File: src/rtl/counter_bank_pkg.sv
// Shared constants and next-state function for the counter bank channels.
// Values are carried at CNT_W bits so one function serves every channel width.
package counter_bank_pkg;

   localparam int CNT_W    = 64;
   localparam int MODE_WRAP = 0;
   localparam int MODE_SAT  = 1;

   localparam logic DIR_UP   = 1'b0;
   localparam logic DIR_DOWN = 1'b1;

   typedef struct packed {
      logic [CNT_W-1:0] cnt;
      logic             tc;
   } next_t;

   // Priority load > en; bounds are 0 and 2^width-1 of the channel's own width.
   function automatic next_t next_count(
      input logic [CNT_W-1:0] cnt,
      input logic             en,
      input logic             dir,
      input logic             load,
      input logic [CNT_W-1:0] load_val,
      input int               width,
      input logic             sat
   );
      logic [CNT_W-1:0] max_v;
      next_t            r;
      max_v = {CNT_W{1'b1}} >> (CNT_W - width);
      r.cnt = cnt;
      r.tc  = 1'b0;
      if (load) begin
         r.cnt = load_val;
      end else if (en) begin
         if (dir == DIR_UP) begin
            if (cnt != max_v) begin
               r.cnt = cnt + 64'd1;
            end else begin
               r.cnt = sat ? max_v : '0;
               r.tc  = 1'b1;
            end
         end else begin
            if (cnt != '0) begin
               r.cnt = cnt - 64'd1;
            end else begin
               r.cnt = sat ? '0 : max_v;
               r.tc  = 1'b1;
            end
         end
      end
      return r;
   endfunction

endpackage

File: src/rtl/counter_bank_ch.sv
// One counter channel: count register, terminal-count register and LED tap.
module counter_bank_ch
   import counter_bank_pkg::*;
#(
   parameter int WIDTH    = 32,
   parameter int LED_W    = 4,
   parameter int LED_LSB  = 22,
   parameter int SATURATE = 0
) (
   input  logic             clk,
   input  logic             rst,
   input  logic             i_en,
   input  logic             i_dir,
   input  logic             i_load,
   input  logic [WIDTH-1:0] i_load_val,
   output logic [WIDTH-1:0] o_count,
   output logic             o_tc,
   output logic [LED_W-1:0] o_led
);

   logic [WIDTH-1:0] r_count;
   logic             r_tc;
   next_t            w_next;

   always_comb begin
      w_next = next_count(CNT_W'(r_count), i_en, i_dir, i_load,
                          CNT_W'(i_load_val), WIDTH, SATURATE == MODE_SAT);
   end

   always_ff @(posedge clk) begin
      if (rst) begin
         r_count <= '0;
         r_tc    <= 1'b0;
      end else begin
         r_count <= WIDTH'(w_next.cnt);
         r_tc    <= w_next.tc;
      end
   end

   // LED tap is a plain slice of the count register, no extra stage.
   assign o_count = r_count;
   assign o_tc    = r_tc;
   assign o_led   = r_count[LED_LSB +: LED_W];

endmodule

File: src/rtl/counter_bank.sv
// Multi-channel counter bank: one independent counter_bank_ch per channel,
// packed onto flat buses with channel i at [i*WIDTH +: WIDTH].
module counter_bank
   import counter_bank_pkg::*;
#(
   parameter int WIDTH    = 32,
   parameter int CHANNELS = 2,
   parameter int LED_W    = 4,
   parameter int LED_LSB  = 22,
   parameter int SATURATE = MODE_WRAP
) (
   input  logic                      clk,
   input  logic                      rst,
   input  logic [CHANNELS-1:0]       en,
   input  logic [CHANNELS-1:0]       dir,
   input  logic [CHANNELS-1:0]       load,
   input  logic [CHANNELS*WIDTH-1:0] load_val,
   output logic [CHANNELS*WIDTH-1:0] count,
   output logic [CHANNELS-1:0]       tc,
   output logic [CHANNELS*LED_W-1:0] io_led
);

   for (genvar g = 0; g < CHANNELS; g++) begin : g_ch
      counter_bank_ch #(
         .WIDTH   (WIDTH),
         .LED_W   (LED_W),
         .LED_LSB (LED_LSB),
         .SATURATE(SATURATE)
      ) u_ch (
         .clk       (clk),
         .rst       (rst),
         .i_en      (en[g]),
         .i_dir     (dir[g]),
         .i_load    (load[g]),
         .i_load_val(load_val[g*WIDTH +: WIDTH]),
         .o_count   (count[g*WIDTH +: WIDTH]),
         .o_tc      (tc[g]),
         .o_led     (io_led[g*LED_W +: LED_W])
      );
   end

endmodule

File: config.mk
export PLATFORM = sky130hd
export DESIGN_NAME = counter_bank
export DESIGN_NICKNAME = d
export VERILOG_FILES = /design/src/rtl/counter_bank_pkg.sv /design/src/rtl/counter_bank_ch.sv /design/src/rtl/counter_bank.sv
export SDC_FILE = /design/constraint.sdc
export NUM_CORES = 1
export LEC_CHECK = 0
export ABC_AREA = 1
export ABC_CLOCK_PERIOD_IN_PS = 4200
export CORE_AREA = 8 8 167 169
export DETAILED_ROUTE_END_ITERATION = 7
export DIE_AREA = 0 0 175 177
export SLEW_MARGIN = 20
export SYNTH_ARGS = -nofsm -noshare
export SYNTH_HDL_FRONTEND = slang
export SYNTH_SLANG_ARGS = --single-unit
File: constraint.sdc
create_clock -name clk -period 4.2 [get_ports clk]
set_input_delay 0.84 -clock clk [delete_from_list [all_inputs] [get_ports clk]]
set_output_delay 0.84 -clock clk [all_outputs]
set_load 0.02 [all_outputs]
==> metrics.md <==
| Metric | Value |
|---|---|
| Yosys reg bits | `66` |
| Number of vias per cell | `about 5` |
| Status | `finished, final reports clean` |
| Core Util, Final | `around 36%` |
| Final WS setup | `1540 ps` |
| Critical-path cell list | `clkdlybuf4s50_1 -> clkinv_1 -> nand4_2 -> nand2_4 -> inv_4 -> nand3_1 -> a21oi_1` |
| Required time worst endpoint | `about 4500 ps` |
| Post-route cell area | `a little over 9000 µm²` |
| Area Overhead vs Synth | `25.1%` |
| LEAKAGE | `around 3.5 nW` |
| Crit path time final | `2660 ps` |
| HPWL Detailed | `about 22,000 µm` |
| Fmax | `0.376 GHz` |
| Remaining antenna violation count after routing | `0` |
| Yosys warning count | `0` |
| Critical path depth in cells | `7` |
| Max-Cap Viols | `0` |
| Most common cell after layout, fill and taps aside | `nand2_1` |
| Layout cells sized above 1 | `9.82%` |
| Clock slew at reported path FFs | `around 70 ps` |
| Fin. Hold Viols | `0` |
| Initial antenna violation count | `1` |
| Register area share after synthesis | `17.8%` |
| Hold path depth | `3` |
| Placed instance count | `between 1,500 and 2,000` |
| Starting Density | `29.1%` |
| Tcrit/Tclk final | `63.4%` |
| Hold_ws | `around 660 ps` |
| Critical path's slowest cell | `clkdlybuf4s50_1` |
| R2r endpoint | `g_ch[0].u_ch.o_count[25]` |
| Resize count post-CTS | `0` |
| Placed inst area | `approximately 9000 µm²` |
| Setup crit end kind | `flop` |
| Gate Count Post-Synth | `around 1,300` |
| Most frequent cells in the layout | `nand2_1, nor2_1, clkdlybuf4s50_1` |
| Non-Filler Instances | `roughly 1,700` |
| Row Count | `between 50 and 60` |
| WL final | `roughly 28,000 µm` |
| CTS Sinks | `between 60 and 70` |
| Syn_area_per_cell | `around 5.8 µm²` |
| Setup Fix Bufs, Post-CTS | `0` |
| Worst-Skew Late Latency | `between 300 and 400 ps` |
| R2R cell count | `10` |
| CP Data Arrival Time | `a little under 3000 ps` |
| GPL Wtd Cong | `roughly 0.97` |
| Root buffer cell | `clkbuf_16` |
| Total CTS buffers | `9` |
| IO Count | `approximately 150` |
| Hold Crit Start | `g_ch[0].u_ch.o_count[0]` |
| Crit-path max cell delay | `about 700 ps` |
| Ant diodes | `0` |
| Total number of vias | `8,590` |
| Mapped Area | `roughly 7400 µm²` |
| H-tree levels | `3` |
| Nature of the critical path startpoint | `input port` |
| Clk buf depth | `2` |
| Layout Nets | `1,448` |
| CTS tree | `done` |
| Initial DRC count | `~680` |
| Net Count, Synth | `1,365` |
| Die H | `177 µm` |
| HP Class | `flop to flop` |
| Critical path's top delay family | `buffers and inverters` |
| Pwr/cell area | `roughly 280 nW/µm²` |
| Remaining global-route overflow | `0` |
| Hold-fix buffers, CTS | `0` |
| Vias in the first global route | `between 8,000 and 9,000` |
| Power Total | `~2.6 mW` |
| Yosys cell types | `35` |
| Least-Margin Pin Slew | `between 800 and 900 ps` |
| Pre-CTS setup slack | `roughly 1200 ps` |
| Worst setup path class | `input port to flop` |
| IO buf count | `around 150` |
| R2r setup slk | `about 1800 ps` |
| Setup TNS | `0 ps` |
| Max-slew headroom | `about 43%` |
| Global-route wire length before repair | `approximately 45,000 µm` |
| Router iterations before antenna repair | `6` |
| Worst Skew | `~12 ps` |
| Endpoint, Worst Hold | `g_ch[0].u_ch.o_count[0]` |
| CP Max Fanout | `18` |
| Placeable Area | `~25,000 µm²` |
| Unrepaired setup endpoints after global routing | `false` |
| Largest net degree at the start of global routing | `35` |
| DR WL/cell | `between 15 and 20 µm` |
| Slew Limit Fails | `0` |
| Reg2reg start | `g_ch[0].u_ch.o_count[7]` |
| Final setup viols | `0` |
| Crit path buf inv count | `3` |
| Horiz. Die Dim | `175 µm` |
| IR drop worst, VDD | `roughly 0.18 mV` |
| GRT Resource Usage Total | `between 15 and 20%` |
| DRC | `0` |
| DIE AREA | `between 30,000 and 40,000 µm²` |
worst max path at each step:
stage          startpoint                        to  slack (ps)
3_3_place_gp       dir[1]   g_ch[1].u_ch.o_count[3]        1200
3_5_place_dp       dir[1]   g_ch[1].u_ch.o_count[3]        1170
6_report           dir[1]   g_ch[1].u_ch.o_count[3]        1540
5_1_grt            dir[1]   g_ch[1].u_ch.o_count[3]        1410
4_1_cts            dir[1]   g_ch[1].u_ch.o_count[3]        1540
2_1_floorplan      dir[1]  g_ch[1].u_ch.o_count[22]        2280
cells in the mapped netlist:
cell type | number | area (µm²)
nand3_1 | 122 | 611
clkbuf_1 | 27 | 101
buf_4 | 15 | 113
ha_1 | 6 | 75.1
nor2_2 | 26 | 163
nand2_4 | 2 | 22.5
a22oi_1 | 60 | 450
clkinv_1 | 2 | 7.51
a21oi_2 | 2 | 17.5
xor2_1 | 25 | 219
dfxtp_1 | 66 | 1320
o21ai_0 | 42 | 210
nor2_4 | 13 | 146
a21oi_1 | 68 | 340
inv_4 | 1 | 6.26
nand3b_1 | 2 | 15.0
nand4_2 | 2 | 25.0
nand4_1 | 16 | 100
nand2_2 | 8 | 50.1
inv_2 | 3 | 11.3
o211ai_1 | 2 | 15.0
o21ai_2 | 1 | 8.76
nor2_1 | 215 | 807
a31oi_1 | 1 | 6.26
nand3_4 | 1 | 17.5
or2_2 | 1 | 6.26
nand3_2 | 44 | 440
buf_6 | 10 | 113
inv_1 | 92 | 345
nand2_1 | 365 | 1370
xnor2_1 | 9 | 78.8
and3_1 | 1 | 6.26
nor3_1 | 4 | 20.0
clkbuf_2 | 7 | 35.0
buf_2 | 26 | 130
power breakdown:
group	internal, mW	total [mW]	leakage, nW	switching (mW)
Combinational	0.328	0.813	2.77	0.485
Sequential	0.668	0.785	0.545	0.117
Clock	0.659	0.984	0.183	0.325
Total	1.66	2.58	3.50	0.927
layer usage:
metal  GRT usage, %  vias to the layer above  part of all wire, %
met5              0                        -                0.046
li1               -                     4348                    -
met1           23.4                     3915                   46
met2           28.8                      287                   45
met3           3.95                       38                  6.5
met4           5.79                        2                  2.4
cells by family (layout without fill, tap and decap cells):
logic type	Yosys count	in the layout	share of synthesized area (%)
adders and majority gates	6	6	1.01
and+or+nand+nor	822	822	51.3
AOI/OAI and AO/OA	176	176	14.2
DFF	66	66	17.8
xor gates and xnor gates	34	34	4.02
buffers and inverters	183	271	11.6
worst register-to-register path, delay by kind of cell (launching register included):
kind	cells	cell delay (ps)
buffers and inverters	2	340
and+or+nand+nor	7	1280
DFF	1	610
AOI/OAI and AO/OA	1	60
state kept, by name, indices dropped and copies added (netlist names):
signal             flops
g_ch.u_ch.o_tc         2
g_ch.u_ch.o_count     64
layout make-up:
type / instances / area [µm²]
Fill cell: 2835 / 16200
Tap cell: 335 / 419
Multi-Input combinational cell: 1038 / 5230
Timing Repair Buffer: 157 / 1550
Sequential cell: 66 / 1320
Inverter: 98 / 370
Clock buffer: 10 / 239
Clock inverter: 6 / 138
(Power assumes the default switching activity.)
